### config.mk
export PLATFORM = sky130hd
export DESIGN_NAME = beat_scheduler_flat
export DESIGN_NICKNAME = d
export VERILOG_FILES = /design/src/rtl/beat_pkg.sv /design/src/rtl/beat_scheduler_if.sv /design/src/rtl/beat_fifo.sv /design/src/rtl/beat_scheduler.sv /design/src/flat_wrapper.sv
export SDC_FILE = /design/constraint.sdc
export NUM_CORES = 1
export LEC_CHECK = 0
export BUFFER_PORTS_ARGS = -buffer_cell sky130_fd_sc_hd__buf_2
export CORE_MARGIN = 10
export CORE_UTILIZATION = 55
export DETAILED_ROUTE_END_ITERATION = 7
export PLACE_DENSITY = 0.74
export SLEW_MARGIN = 20
export SYNTH_ARGS = -nofsm -noshare
export SYNTH_HDL_FRONTEND = slang
export SYNTH_SLANG_ARGS = --single-unit
### constraint.sdc
create_clock -name clk -period 3.05 [get_ports clk]
set_clock_uncertainty 0.1 [all_clocks]
set_input_delay 0.4575 -clock clk [delete_from_list [all_inputs] [get_ports clk]]
set_output_delay 0.4575 -clock clk [all_outputs]
set_load 0.1 [all_outputs]
### src/rtl/beat_pkg.sv
// Shared types for the beat scheduler slice: lane mask width and scheduler FSM states.
package beat_pkg;

    localparam int LANES = 4;

    typedef logic [LANES-1:0] lane_mask_t;

    typedef enum logic [1:0] {
        IDLE,
        ISSUE,
        HOLD
    } sched_state_t;

endpackage

### src/rtl/beat_scheduler_if.sv
// Spawn command handshake between beat_scheduler (master) and pattern_gen (slave).
interface beat_scheduler_if;
    import beat_pkg::*;

    logic       spawn_valid;
    lane_mask_t spawn_mask;
    logic       spawn_ready;

    modport master (
        output spawn_valid,
        output spawn_mask,
        input  spawn_ready
    );

    modport slave (
        input  spawn_valid,
        input  spawn_mask,
        output spawn_ready
    );

endinterface

### src/rtl/beat_fifo.sv
// DEPTH-entry lane-mask FIFO with synchronous flush, level count and
// same-cycle push+pop (a push into a full FIFO is accepted only alongside a pop).
module beat_fifo
    import beat_pkg::*;
#(
    parameter int DEPTH = 8
) (
    input  logic                     clk,
    input  logic                     reset,
    input  logic                     flush,
    input  logic                     push,
    input  lane_mask_t               push_data,
    input  logic                     pop,
    output lane_mask_t               head,
    output logic [$clog2(DEPTH):0]   level,
    output logic                     full,
    output logic                     empty,
    output logic                     push_accepted
);

    localparam int PW = $clog2(DEPTH);
    localparam int LW = PW + 1;

    lane_mask_t        mem_q [DEPTH];
    lane_mask_t        mem_d [DEPTH];
    logic [PW-1:0]     wr_ptr_q, wr_ptr_d;
    logic [PW-1:0]     rd_ptr_q, rd_ptr_d;
    logic [LW-1:0]     level_q, level_d;
    logic              pop_acc;

    assign full  = (level_q == LW'(DEPTH));
    assign empty = (level_q == '0);
    assign head  = mem_q[rd_ptr_q];
    assign level = level_q;

    // A pop on empty is ignored, so push_accepted never depends on a phantom pop.
    assign pop_acc       = pop && !empty;
    assign push_accepted = push && (!full || pop_acc);

    always_comb begin
        mem_d    = mem_q;
        wr_ptr_d = wr_ptr_q;
        rd_ptr_d = rd_ptr_q;
        level_d  = level_q;
        if (flush) begin
            wr_ptr_d = '0;
            rd_ptr_d = '0;
            level_d  = '0;
        end else begin
            if (push_accepted) begin
                mem_d[wr_ptr_q] = push_data;
                wr_ptr_d        = wr_ptr_q + PW'(1);
            end
            if (pop_acc) begin
                rd_ptr_d = rd_ptr_q + PW'(1);
            end
            case ({push_accepted, pop_acc})
                2'b10:   level_d = level_q + LW'(1);
                2'b01:   level_d = level_q - LW'(1);
                default: level_d = level_q;
            endcase
        end
    end

    always_ff @(posedge clk) begin
        if (reset) begin
            for (int unsigned i = 0; i < DEPTH; i++) begin
                mem_q[i] <= '0;
            end
            wr_ptr_q <= '0;
            rd_ptr_q <= '0;
            level_q  <= '0;
        end else begin
            mem_q    <= mem_d;
            wr_ptr_q <= wr_ptr_d;
            rd_ptr_q <= rd_ptr_d;
            level_q  <= level_d;
        end
    end

endmodule

### src/rtl/beat_scheduler.sv
// Queues receiver beats and issues at most one spawn per frame tick with a tick holdoff.
// Optional: BEAT_SCHED_DROP_EMPTY_EN discards zero lane masks at push.
module beat_scheduler
    import beat_pkg::*;
#(
    parameter int DEPTH         = 8,
    parameter int HOLDOFF_TICKS = 2
) (
    input  logic                     clk,
    input  logic                     reset,
    input  logic                     enable,
    input  logic                     new_beat,
    input  lane_mask_t               lane_mask,
    input  logic                     frame_tick,
    beat_scheduler_if.master         spawn,
    input  logic                     clear_overflow,
    output logic [$clog2(DEPTH):0]   queue_level,
    output logic                     overflow
);

    sched_state_t state_q, state_d;
    logic         spawn_valid_q, spawn_valid_d;
    lane_mask_t   spawn_mask_q, spawn_mask_d;
    logic [3:0]   hold_cnt_q, hold_cnt_d;
    logic         overflow_q, overflow_d;

    logic         push_req;
    logic         pop;
    logic         push_accepted;
    logic         fifo_full;
    logic         fifo_empty;
    lane_mask_t   fifo_head;

`ifdef BEAT_SCHED_DROP_EMPTY_EN
    assign push_req = new_beat && enable && (lane_mask != '0);
`else
    assign push_req = new_beat && enable;
`endif

    assign pop = (state_q == ISSUE) && spawn.spawn_ready && enable;

    beat_fifo #(
        .DEPTH (DEPTH)
    ) u_fifo (
        .clk           (clk),
        .reset         (reset),
        .flush         (!enable),
        .push          (push_req),
        .push_data     (lane_mask),
        .pop           (pop),
        .head          (fifo_head),
        .level         (queue_level),
        .full          (fifo_full),
        .empty         (fifo_empty),
        .push_accepted (push_accepted)
    );

    always_comb begin
        state_d       = state_q;
        spawn_valid_d = spawn_valid_q;
        spawn_mask_d  = spawn_mask_q;
        hold_cnt_d    = hold_cnt_q;
        overflow_d    = overflow_q;

        if (clear_overflow) overflow_d = 1'b0;
        if (push_req && !push_accepted) overflow_d = 1'b1;

        case (state_q)
            IDLE: begin
                if (frame_tick && !fifo_empty) begin
                    state_d       = ISSUE;
                    spawn_valid_d = 1'b1;
                    spawn_mask_d  = fifo_head;
                end
            end
            ISSUE: begin
                if (spawn.spawn_ready) begin
                    spawn_valid_d = 1'b0;
                    if (HOLDOFF_TICKS == 0) begin
                        state_d = IDLE;
                    end else begin
                        state_d    = HOLD;
                        hold_cnt_d = 4'(HOLDOFF_TICKS);
                    end
                end
            end
            HOLD: begin
                // The final decrement returns to IDLE; that same tick cannot issue.
                if (frame_tick) begin
                    hold_cnt_d = hold_cnt_q - 4'd1;
                    if (hold_cnt_q <= 4'd1) begin
                        hold_cnt_d = '0;
                        state_d    = IDLE;
                    end
                end
            end
            default: state_d = IDLE;
        endcase

        if (!enable) begin
            state_d       = IDLE;
            spawn_valid_d = 1'b0;
            spawn_mask_d  = '0;
            hold_cnt_d    = '0;
        end
    end

    always_ff @(posedge clk) begin
        if (reset) begin
            state_q       <= IDLE;
            spawn_valid_q <= 1'b0;
            spawn_mask_q  <= '0;
            hold_cnt_q    <= '0;
            overflow_q    <= 1'b0;
        end else begin
            state_q       <= state_d;
            spawn_valid_q <= spawn_valid_d;
            spawn_mask_q  <= spawn_mask_d;
            hold_cnt_q    <= hold_cnt_d;
            overflow_q    <= overflow_d;
        end
    end

    assign spawn.spawn_valid = spawn_valid_q;
    assign spawn.spawn_mask  = spawn_mask_q;
    assign overflow          = overflow_q;

endmodule

### src/flat_wrapper.sv
// flat-port wrapper written by rule: the top's interface ports become plain ports
module beat_scheduler_flat import beat_pkg::*;
#(
    parameter int DEPTH         = 8,
    parameter int HOLDOFF_TICKS = 2
)
  (clk, reset, enable, new_beat, lane_mask, frame_tick, clear_overflow, queue_level, overflow, spawn_spawn_valid, spawn_spawn_mask, spawn_spawn_ready);
  beat_scheduler_if spawn_i ();
  input  logic clk;
  input  logic reset;
  input  logic enable;
  input  logic new_beat;
  input  lane_mask_t lane_mask;
  input  logic frame_tick;
  input  logic clear_overflow;
  output logic [$clog2(DEPTH):0] queue_level;
  output logic overflow;
  output wire logic [$bits(spawn_i.spawn_valid)-1:0] spawn_spawn_valid;
  output wire logic [$bits(spawn_i.spawn_mask)-1:0] spawn_spawn_mask;
  input wire logic [$bits(spawn_i.spawn_ready)-1:0] spawn_spawn_ready;
  assign spawn_spawn_valid = spawn_i.spawn_valid;
  assign spawn_spawn_mask = spawn_i.spawn_mask;
  assign spawn_i.spawn_ready = spawn_spawn_ready;
  beat_scheduler #(.DEPTH(DEPTH), .HOLDOFF_TICKS(HOLDOFF_TICKS)) u_core (.clk(clk), .reset(reset), .enable(enable), .new_beat(new_beat), .lane_mask(lane_mask), .frame_tick(frame_tick), .spawn(spawn_i), .clear_overflow(clear_overflow), .queue_level(queue_level), .overflow(overflow));
endmodule
* Word level (Yosys, flattened, before mapping)
Cells that the tools add are included.
** Storage, ports and cells
- Register bits :: 54
- Word-level logic and storage cells :: 82
- Output and inout port bits :: 10
** Cells by class
- Equal/unequal tests :: 9
- $add $sub $neg :: 5
- Multiplexer cells :: 21
- $lt $le $gt $ge :: 4
- Bitwise operators :: 3
- Reductions and logical operators :: 24
** Operators by type and width (count)
- 32-bit bitwise mux :: 1
- 4-bit 2-to-1 mux :: 6
- 4-bit case mux with 2 select lines :: 2
- 4-bit binary-select mux with 3-bit select :: 1
- 4-bit demux with 3-bit select :: 1
- 4-bit greater-or-equal comparator, second input constant :: 2
- 1-bit logical AND :: 8
- 2-bit 2-to-1 mux :: 4
- 3-bit inverter with 4-bit output :: 2
- 2-bit nonzero test :: 4
- 4-bit by 1-bit subtractor with 4-bit output, second input constant :: 2
- 3-bit by 1-bit adder with 3-bit output, second input constant :: 2
- 2-bit case mux with 3 select lines :: 1
- 3-bit AND reduction :: 2
- 4-bit by 1-bit adder with 4-bit output, second input constant :: 1
- 2-bit by 1-bit equality test with 1-bit output, second input constant :: 2
- 2-bit equality test, second input constant :: 2
- 4-bit equality test, second input constant :: 1
- 4-bit by 1-bit less-or-equal comparator with 1-bit output, second input constant :: 1
- 4-bit logical NOT :: 1
- 4-bit by 1-bit less-than comparator with 1-bit output, second input constant :: 1
- 1-bit 2-to-1 mux :: 4
- 2-bit by 1-bit != test with 1-bit output, second input constant :: 2
- 2-bit != test, second input constant :: 2
- 8 further kinds :: 11

* Longest topological paths before layout
Gate-level depths: netlist of the first run.
- Depth after elaboration :: 9
- Mapped depth :: 10
- Gate-level depth less buffers :: 9

* By module
From an unflattened synthesis of the first run, not the netlist that was laid out.
** Unflattened totals
- Cell total of the unflattened synthesis :: 258
- Area, all modules :: 2700.1 sq um
** By module, submodules not included
- beat_fifo :: sequential area each 840.8 sq um, cells an instance 195, times used 1, area each 2107.0 sq um
- beat_scheduler :: sequential area each 240.2 sq um, cells an instance 63, times used 1, area each 593.1 sq um

* Worst setup path before layout of the first run
OpenSTA, ideal clock, no wires.
- Kind :: flip-flop to flip-flop
- Start point :: register u_core.u_fifo.level_q[0] (netlist: u_core.u_fifo.level[0])
- End point :: register u_core.u_fifo.level_q[3] (netlist: u_core.u_fifo.level[3])
- Required time :: 2.817 ns
- Arrival time :: 2.768 ns
- Setup slack :: 0.049 ns
- Path buffers :: 1
- Library setup time :: 0.133 ns
- Cell stages (with the launch flop) :: 11
- Period minus slack after synthesis :: 3.001 ns
- Path through :: dfxtp_1 -> buf_2 -> nor4_1 -> nor2_1 -> nand2_1 -> inv_1 -> ha_1 -> a21o_1 -> a2111oi_0 -> a211o_1 -> a31oi_1
** Between the ends
- Longest elaborated chain between the ends :: 7
- Elaborated cells between the ends (all ways) :: 13
- Those cells by class :: add/sub: 2; eq/ne: 3; mux: 1; reduce/logical: 7
** Ends and longest elaborated chain
- start, declared :: RTL line beat_fifo.sv:28 : logic [LW-1:0] level_q, level_d;
- start signal, assigned :: RTL line beat_fifo.sv:77 : level_q <= level_d;
- 4-bit logical NOT :: RTL line beat_fifo.sv:32 : assign empty = (level_q == '0);
- 1-bit logical NOT :: RTL line beat_fifo.sv:37 : assign pop_acc = pop && !empty;
- 1-bit logical AND :: RTL line beat_fifo.sv:37
- 1-bit logical OR :: RTL line beat_fifo.sv:38 : assign push_accepted = push && (!full || pop_acc);
- 1-bit logical AND :: RTL line beat_fifo.sv:38
- 2-bit by 1-bit equality test with 1-bit output / 2-bit equality test (equally long branches) :: RTL line beat_fifo.sv:57 : case ({push_accepted, pop_acc})
- 4-bit case mux with 2 select lines / 2-bit nonzero test (equally long branches)
Several ways; a longest one is shown, not always the timed one.
A chain may end at the register's enable or synchronous reset.

* Final worst setup path of the first run
Ends and elaborated chain as after synthesis.

==> impl_metrics.tcl, run 1 <==
set metrics [dict create \
    timing.fmax_mhz 357 \
    hold_path_class "in -> reg" \
    final_core_util_pct 61.9 \
    die_height_um 90.0 \
    worstPathArrival_ps 2870 \
    grt_pass1_vias 1863 \
    post-route-min-period_ps 2800 \
    vias 1933 \
    antenna_cells 0 \
    path_clk_slew_ps 100 \
    htreeDepth 2 \
    final_cell_mix "dfxtp_1 (54), nor2_1 (45), mux2i_1 (39), buf_2 (20), a21oi_1 (12)" \
    dr.pass1.iters 4 \
    min_path_cells 3 \
    drv_cap 0 \
    finalNonFillerCells 342 \
    status "finished clean" \
    multi_input_area_sq_mm 0.00149 \
    tightest_slew_ps 831 \
    route.detailed.drc 0 \
    synth_area_per_cell_sq_um 10.2 \
    core_area_sq_mm 0.00472 \
    regArea_sq_mm 0.00108 \
    rsz0062_at_grt "no" \
    hold_viol_final 0 \
    grt_pass1_wl_um 9110 \
    synthesis.nets 283 \
    antenna_found_initial 0 \
    slew_violations 0 \
    final_layout_size_suffix_gt1_share_pct 16.7 \
    routabilityCongestion 0.868 \
    synth_seq_cells 54 \
    dieArea_sq_mm 0.00811 \
    hpwl_um 3870 \
    finalSetupViolations 0 \
    clk_latency_ps 310 \
    vdd_drop_max_mv 0.308 \
    synth_cell_types 46 \
    cts_tree "built" \
    async_flop_share_pct 0 \
    whs_endpoint "u_core.state_q[1]$_SDFFE_PP0P_" \
    rrSetupSlack_ps 250 \
    cp_max_fo 9 \
    cts-root-buf "clkbuf_8" \
    critical_path.endpoint_type "flip-flop" \
    setup_tns_ps 0 \
    ff2ff_path_depth 9 \
    r2r-start "u_core.u_fifo.level[0]$_SDFFE_PP0P_" \
    io_buffer_count 20 \
    synth_area_sq_mm 0.00270 \
    cp.required_ps 3120 \
    post_cts_buffers 0 \
    drt-vias-per-instance 5.65 \
    overflow 0 \
    numCtsBuffers 5 \
    detail-route-antenna-nets 0 \
    synth_ff_type "dfxtp_1" \
    grt_use_total_pct 13.4 \
    placed_cells 334 \
    final_common_cell "dfxtp_1" \
    ys_seq_area_share_pct 40.1 \
    cts_buffer_depth 2 \
    start_util_pct 57.1 \
    slew_headroom_pct 44.4 \
    die_w_um 90.0 \
    worst-setup-path-type "reg -> reg" \
    drt_iter0_drc 144 \
    worstHoldStart "frame_tick" \
    routed_wl_um 5410 \
    synthCells 265 \
    power_density_mw_per_mm2 449 \
    grt_max_degree 36 \
    critPathLaunch "u_core.u_fifo.level[0]$_SDFFE_PP0P_" \
    syn2layout_area_growth_pct 8.40 \
    final_nets 292 \
    ys_warn_count 0 \
    cts_resized 0 \
    r2r_end "u_core.u_fifo.level[3]$_SDFFE_PP0P_" \
    pin_count 21 \
    synth_edf_count 0 \
    startpoint_type "flip-flop" \
    p_leak_nw 1.15 \
    wl_per_cell_um 15.8 \
    cts_sinks 54 \
    num_rows 25 \
    fin_crit_sh_pct 91.7 \
    hold_buffers 0 \
    filler_cell_count 395 \
]
-- worst max-delay path: stages (launching register included) --
cell	delay (ps)
dfxtp_1	410
nor4_1	600
nor2_1	180
nand2_1	160
inv_1	70
ha_1	290
a21o_1	190
a2111oi_0	400
a211o_1	160
a31oi_1	90
-- kinds of logic (layout without fill, tap and decap cells) --
logic type / count (synthesis) / in the layout / share of synthesized area (%)
fa+ha+maj: 7 / 7 / 3.53
xor+xnor: 7 / 7 / 2.27
flops: 54 / 54 / 40.1
buf+inv: 30 / 40 / 4.73
simple gates: 77 / 77 / 14.3
mux: 48 / 48 / 21.6
compound gates: 42 / 42 / 13.5
-- Yosys cell counts (4+ instances only) --
cell	number	share of area, %
mux2i_1	39	14
nor2_1	45	6.3
nand3b_1	4	1.1
nor3_1	4	0.74
o21ai_0	5	0.93
ha_1	6	2.8
a21oi_1	12	2.2
xnor2_1	6	1.9
nand3_1	5	0.93
clkbuf_1	14	1.9
dfxtp_1	54	40
nand2_1	7	0.97
inv_1	11	1.5
mux4_2	8	6.7
-- sequential cells by signal (all words and copies together) (netlist names) --
register                  flops
u_core.u_fifo.mem_q          32
u_core.u_fifo.wr_ptr_q        3
u_core.spawn.spawn_valid      1
u_core.spawn.spawn_mask       4
u_core.overflow               1
u_core.u_fifo.level           4
u_core.u_fifo.rd_ptr_q        3
u_core.hold_cnt_q             4
u_core.state_q                2
-- worst max-delay path by stage --
| stage | to | slack, ps | cells past startpoint |
|---|---|---|---|
| floorplan | u_core.u_fifo.level[3]$_SDFFE_PP0P_ | 50 | 10 |
| global placement | u_core.u_fifo.level[3]$_SDFFE_PP0P_ | 400 | 10 |
| detailed placement | u_core.u_fifo.level[3]$_SDFFE_PP0P_ | 310 | 9 |
| CTS | u_core.u_fifo.level[3]$_SDFFE_PP0P_ | 300 | 9 |
| global route | u_core.u_fifo.level[3]$_SDFFE_PP0P_ | 60 | 9 |
| finish | u_core.u_fifo.level[3]$_SDFFE_PP0P_ | 250 | 9 |
-- per-stage QoR --
stage	power [mW]	setup WS, ps	hold WS (ps)	instance area (sq um)
after global routing	1.36	57.9	382	2920
final	1.31	252	366	2920
after CTS	1.32	304	359	2920
after detailed placement	0.822	309	381	2800
after global placement	0.822	395	371	2800
after floorplan	0.801	49.3	355	2700
-- power breakdown --
| group | internal, mW | total (mW) | switching, mW |
|---|---|---|---|
| clock | 0.270 | 0.507 | 0.237 |
| sequential | 0.711 | 0.718 | 0.00720 |
| combinational | 0.0264 | 0.0878 | 0.0614 |
-- per-layer routing --
layer | vias to the layer above | routed length [um] | global-route usage [%]
li1 | 973 | - | -
met1 | 918 | 2450 | 16.1
met2 | 36 | 2640 | 23.1
met3 | 6 | 259 | 3.66
met4 | 0 | 48 | 3.18
met5 | - | 0 | 0
-- layout make-up --
class	instances	area share, %
multi-input combinational	181	50.9
sequential	54	37.0
timing repair buffer	21	3.68
tap	67	2.87
clock buffer	6	2.82
inverter	11	1.41
clock inverter	2	1.33
No activity file was read; power rests on OpenSTA's default activity.
==> inputs of run 2 (changes only) <==
BUFFER_PORTS_ARGS = default   (was -buffer_cell sky130_fd_sc_hd__buf_2)
DONT_BUFFER_PORTS = 1   (was default)
PLACE_DENSITY = 0.7   (was 0.74)
==> run 2 against run 1 <==
  * Critical path depth unchanged
  * Core utilization decreased by 1.7 points
  * First-iteration DRC count decreased by 44%
  * Sequential share of layout area increased by 1.0 points
  * Register-to-register slack improved by 240 ps
  * Combinational power decreased by 35%
  * Count of clock-buffer cells in the layout increased by 1
  * Via count decreased by 2.7%
  * Critical path type unchanged
==> impl_metrics.tcl, run 2 (same netlist as run 1, synthesis figures left out) <==
set metrics [dict create \
    hold_buffers 0 \
    critical_path.max_stage_delay_ps 460 \
    cp_max_fo 12 \
    antenna_cells 0 \
    r2r_end "u_core.u_fifo.level[3]$_SDFFE_PP0P_" \
    numCtsBuffers 5 \
    path_clk_slew_ps 90 \
    filler_cell_count 405 \
    die_height_um 90.0 \
    hold_path_class "in -> reg" \
    placed_cells 319 \
    drt-vias-per-instance 5.75 \
    route.detailed.drc 0 \
    startpoint_type "flip-flop" \
    multi_input_area_sq_mm 0.00149 \
    tightest_slew_ps 985 \
    slew_violations 0 \
    grt_pass1_wl_um 9320 \
    fin_crit_sh_pct 84.0 \
    crit_end "u_core.u_fifo.level[3]$_SDFFE_PP0P_" \
    setup_tns_ps 0 \
    regArea_sq_mm 0.00108 \
    start_util_pct 57.1 \
    finalSetupViolations 0 \
    worst-setup-path-type "reg -> reg" \
    dieArea_sq_mm 0.00811 \
    largest_reg_flops 32 \
    overflow 0 \
    critPathLaunch "u_core.state_q[0]$_SDFFE_PP0P_" \
    detail-route-antenna-nets 0 \
    cts-root-buf "clkbuf_8" \
    cts_sinks 54 \
    post-route-min-period_ps 2560 \
    r2r-start "u_core.state_q[0]$_SDFFE_PP0P_" \
    cts_tree "built" \
    pin_count 21 \
    drv_cap 0 \
    cts_resized 0 \
    slowest_stage "dfxtp_1" \
    power_mw 1.22 \
    critical_path.endpoint_type "flip-flop" \
    num_rows 25 \
    ff2ff_path_depth 9 \
    top_register "u_core.u_fifo.mem_q" \
    rsz0062_at_grt "no" \
    hpwl_um 3880 \
    final_layout_size_suffix_gt1_share_pct 11.9 \
    routed_wl_um 5440 \
    clk_latency_ps 310 \
    post_cts_buffers 0 \
    p_leak_nw 1.08 \
    vdd_drop_max_mv 0.289 \
    hold_viol_final 0 \
    final_area_sq_mm 0.00285 \
    power_density_mw_per_mm2 430 \
    core_area_sq_mm 0.00472 \
    status "finished clean" \
    dr.pass1.iters 4 \
    syn2layout_area_growth_pct 5.47 \
    io_buffer_count 0 \
    rrSetupSlack_ps 490 \
    antenna_found_initial 0 \
    die_w_um 90.0 \
    final_cell_mix "dfxtp_1 (54), nor2_1 (45), mux2i_1 (39), a21oi_1 (12), inv_1 (11)" \
    grt_pass1_vias 1833 \
    cp.required_ps 3120 \
    cp_cell_sequence "nand4b_4, nor2_1, nand2_1, inv_1, ha_1, a21o_1, a2111oi_0, a211o_1, a31oi_1" \
    vias 1880 \
    final_nets 277 \
    finalNonFillerCells 327 \
    slew_headroom_pct 34.2 \
    placed_area_sq_mm 0.00274 \
    cts_buffer_depth 2 \
    grt_max_degree 36 \
    grt_use_total_pct 13.6 \
    htreeDepth 2 \
    final_common_cell "dfxtp_1" \
    wl_per_cell_um 16.6 \
    timing.fmax_mhz 390 \
    worstPathArrival_ps 2630 \
    routabilityCongestion 0.780 \
    drt_iter0_drc 80 \
]
==> run 2: cell types whose count changed in the layout (fill, tap and decap cells not counted), sizes merged <==
cell	delta
clkbuf	+1
buf	-15
inv	-1
clkinv	+1
bufinv	-1
==> run 2: power by group <==
part	internal (mW)	switching (mW)
registers	0.711	0.0152
clock network	0.208	0.230
logic	0.0228	0.0346
==> run 2: area by class of cell <==
cell class / count / share of cell area, %
well taps: 67 / 2.95
clock buffers: 7 / 3.39
flip-flops and latches: 54 / 38.0
clock inverters: 1 / 0.308
inverters: 11 / 1.45
multi-input cells: 181 / 52.3
repair buffers: 6 / 1.58
==> run 2: through the flow <==
stage | hold WS, ps | setup WS, ps | utilization, %
6_report | 110 | 489 | 60.2
2_1_floorplan | 355 | 49.3 | -
5_1_grt | 100 | 167 | 60.2
3_3_place_gp | 371 | 614 | 58.0
3_5_place_dp | 379 | 508 | 58.0
4_1_cts | 106 | 495 | 60.2
==> run 2: worst min-delay path by stage <==
stage                     cells past startpoint                              endpoint                                 start  slack (ps)
after floorplan                               2  u_core.u_fifo.mem_q[21]$_SDFFE_PP0P_  u_core.u_fifo.mem_q[21]$_SDFFE_PP0P_         350
after global placement                        2  u_core.u_fifo.mem_q[27]$_SDFFE_PP0P_  u_core.u_fifo.mem_q[27]$_SDFFE_PP0P_         370
after detailed placement                      2   u_core.u_fifo.mem_q[4]$_SDFFE_PP0P_   u_core.u_fifo.mem_q[4]$_SDFFE_PP0P_         380
after CTS                                     1  u_core.u_fifo.mem_q[16]$_SDFFE_PP0P_                                 reset         110
after global routing                          1  u_core.u_fifo.mem_q[13]$_SDFFE_PP0P_                                 reset         100
final                                         1  u_core.u_fifo.mem_q[27]$_SDFFE_PP0P_                                 reset         110
==> run 2: routing by layer <==
layer | global-route usage, % | up-vias | wire length, um
met4 | 3.98 | 0 | 80
met1 | 17.0 | 903 | 2570
li1 | - | 939 | -
met5 | 0 | - | 0
met3 | 3.49 | 9 | 216
met2 | 22.3 | 29 | 2580
==> run 2: critical path, delay by kind of cell (launching register included) <==
family          cells  cell delay, ps
compound gates      4             880
fa+ha+maj           1             230
buf+inv             1              90
flops               1             460
simple gates        3             680
==> inputs of run 3 (changes only) <==
ABC_AREA = 1   (was default)
PLACE_DENSITY = 0.73   (was 0.7)
clock period = 2.18 ns   (was 3.05 ns; I/O delays follow)
==> run 3 against run 2 <==
  * Final area up 6.6%
  * Sequential cell count unchanged
  * Die area up 1.5%
  * Total power up 47%
  * Critical path type unchanged
  * Critical endpoint unchanged
  * Largest power group unchanged
==> impl_metrics.tcl, run 3 <==
set metrics [dict create \
    worstPathArrival_ps 2040 \
    clk_latency_ps 310 \
    multi_input_area_sq_mm 0.00139 \
    cts_buffer_depth 2 \
    ys_warn_count 0 \
    detail-route-antenna-nets 0 \
    grt_pass1_wl_um 10600 \
    place_ws_ps 275 \
    finalSetupViolations 0 \
    crit_top_cell "nand2_1" \
    dieArea_sq_mm 0.00823 \
    vdd_drop_max_mv 0.394 \
    largest_reg_flops 32 \
    synth.largest_area_cell "dfxtp_1" \
    rrSetupSlack_ps 240 \
    path_clk_slew_ps 110 \
    cts_sinks 54 \
    async_flop_share_pct 0 \
    synth_edf_count 0 \
    num_rows 25 \
    hpwl_um 4320 \
    core_area_sq_mm 0.00479 \
    fin_ws_ps 244 \
    r2r_end "u_core.u_fifo.level[3]$_SDFFE_PP0P_" \
    synth_seq_cells 54 \
    rsz0062_at_grt "no" \
    synthDominantCellAreaShare_pct 39.3 \
    routabilityCongestion 0.847 \
    slew_headroom_pct 47.2 \
    synth_cell_types 31 \
    wl_per_cell_um 12.4 \
    slew_violations 0 \
    timing.fmax_mhz 516 \
    start_util_pct 57.5 \
    post-route-min-period_ps 1940 \
    power_density_mw_per_mm2 593 \
    final_layout_size_suffix_gt1_share_pct 9.76 \
    critical_path.endpoint_type "flip-flop" \
    met3_usage_pct 3.82 \
    drt_iter0_drc 208 \
    whs_endpoint "u_core.u_fifo.mem_q[22]$_SDFFE_PP0P_" \
    dr.pass1.iters 4 \
    die_height_um 90.7 \
    filler_cell_count 464 \
    io_buffer_count 0 \
    busiest_layer "met2" \
    die_w_um 90.7 \
    synth_area_sq_mm 0.00275 \
    final_cell_mix "nand2_1 (92), nor2_1 (67), inv_1 (58), dfxtp_1 (50), a21oi_1 (37)" \
    p_switching_mw 0.431 \
    antenna_cells 0 \
    grt_max_degree 33 \
    htreeDepth 2 \
    crit_buf_inv 2 \
    fin_crit_sh_pct 88.8 \
    worstHoldStart "lane_mask[2]" \
    min_path_cells 2 \
    cts_tree "built" \
    slowest_stage "dfxtp_1" \
    synth.most_common_cell "nand2_1" \
    drt-vias-per-instance 5.09 \
    p_leak_nw 1.37 \
    use_met2_pct 24.9 \
    synth_area_per_cell_sq_um 6.78 \
    cts_resized 0 \
    worst-setup-path-type "reg -> reg" \
    status "finished clean" \
    synthCells 406 \
    ff2ff_path_depth 12 \
    use_met1_pct 18.8 \
    cts-root-buf "clkbuf_8" \
    r2r-start "u_core.state_q[1]$_SDFFE_PP0P_" \
    p_int_mw 1.37 \
    yosys-top-cells-area "dfxtp_1 (39%), nand2_1 (13%), nor2_1 (9.1%)" \
    cp_cell_sequence "inv_1, nand2_1, nor2_4, nand4_1, inv_1, ha_1, a21o_1, a21o_1, nand2_1, nand3_1, nand2_1, nor2_1" \
    tightest_slew_ps 786 \
    hold_buffers 1 \
    numCtsBuffers 5 \
    p_sw_share_pct 24.0 \
    critical_path.max_stage_delay_ps 330 \
    synth_ff_type "dfxtp_1" \
    routed_wl_um 6060 \
    vias 2479 \
    path_delay_family "simple AND/OR/NAND/NOR gates" \
    grt_pass1_vias 2321 \
    power_frac_comb_pct 6.6 \
    drv_cap 0 \
    setup_tns_ps 0 \
    ys_seq_area_share_pct 39.3 \
    final_common_cell "nand2_1" \
    regArea_sq_mm 0.00110 \
    startpoint_type "flip-flop" \
    seqPwrFrac_pct 55.6 \
    cp_max_fo 4 \
    final_nets 437 \
    synthesis.nets 424 \
    overflow 0 \
    route.detailed.drc 0 \
    pin_count 21 \
    ys_top_cells_by_count "nand2_1 (92), nor2_1 (67), inv_1 (58), dfxtp_1 (54), a21oi_1 (37)" \
    cp.required_ps 2290 \
    syn2layout_area_growth_pct 10.2 \
    clockPowerShare_pct 37.8 \
    hold_path_class "in -> reg" \
    hold_viol_final 0 \
    top_register "u_core.u_fifo.mem_q" \
    post_cts_buffers 0 \
    grt_use_total_pct 15.2 \
    antenna_found_initial 0 \
]
run 3: changes by cell type after synthesis, sizes merged, moves of 10 or more:
cell,delta
nor2,+23
clkbuf,-10
o21ai,+14
a21oi,+25
nand3,+19
nand2,+88
mux2i,-39
inv,+50
run 3: how the worst max path moves through the flow:
stage                                        start                                  end  slack (ps)  depth (start not counted)
3_5_place_dp        u_core.state_q[1]$_SDFFE_PP0P_  u_core.u_fifo.level[3]$_SDFFE_PP0P_         270                         12
2_1_floorplan  u_core.u_fifo.level[0]$_SDFFE_PP0P_  u_core.u_fifo.level[3]$_SDFFE_PP0P_         110                         11
4_1_cts             u_core.state_q[1]$_SDFFE_PP0P_  u_core.u_fifo.level[3]$_SDFFE_PP0P_         250                         12
5_1_grt             u_core.state_q[1]$_SDFFE_PP0P_  u_core.u_fifo.level[2]$_SDFFE_PP0P_          80                         10
6_report            u_core.state_q[1]$_SDFFE_PP0P_  u_core.u_fifo.level[3]$_SDFFE_PP0P_         240                         12
3_3_place_gp        u_core.state_q[1]$_SDFFE_PP0P_  u_core.u_fifo.level[2]$_SDFFE_PP0P_         350                         10
run 3: layout make-up:
type,count,share of cell area (%)
Clock buffer,5,2.27
Clock inverter,3,1.44
Inverter,62,7.67
Multi-Input combinational cell,280,45.7
Sequential cell,54,36.1
Tap cell,67,2.76
Timing Repair Buffer,16,4.04
run 3: per-layer routing:
layer	wire, um	part of all wire [%]
met5	0	0
met4	85	1.4
met3	426	7.0
met2	2750	45
met1	2800	46
run 3: power by group through the flow:
stage / registers, mW / clock network [mW] / logic (mW)
global route: 1.00 / 0.729 / 0.133
floorplan: 1.04 / 0 / 0.0718
detailed placement: 1.02 / 0 / 0.117
finish: 0.999 / 0.679 / 0.119
global placement: 1.02 / 0 / 0.115
CTS: 0.999 / 0.696 / 0.119
run 3: cells by family after synthesis:
kind of cell               Yosys count  share of synthesized area [%]
and+or+nand+nor                    204                           33.1
buffers and inverters               72                           10.4
AOI/OAI and AO/OA                   67                           13.1
DFF                                 54                           39.3
adders and majority gates            7                           3.46
xor gates and xnor gates             2                          0.637
run 3: per-stage QoR:
| step | instance area, sq um | std cells | power (mW) | utilization [%] | hold slack, ps |
|---|---|---|---|---|---|
| detailed placement | 2910 | 478 | 1.14 | 60.8 | 299 |
| global route | 3030 | 487 | 1.86 | 63.4 | 43.8 |
| CTS | 3030 | 487 | 1.81 | 63.4 | 47.2 |
| global placement | 2910 | 478 | 1.14 | 60.8 | 297 |
| floorplan | 2770 | 406 | 1.11 | - | 296 |
| finish | 3030 | 487 | 1.80 | 63.4 | 57.1 |
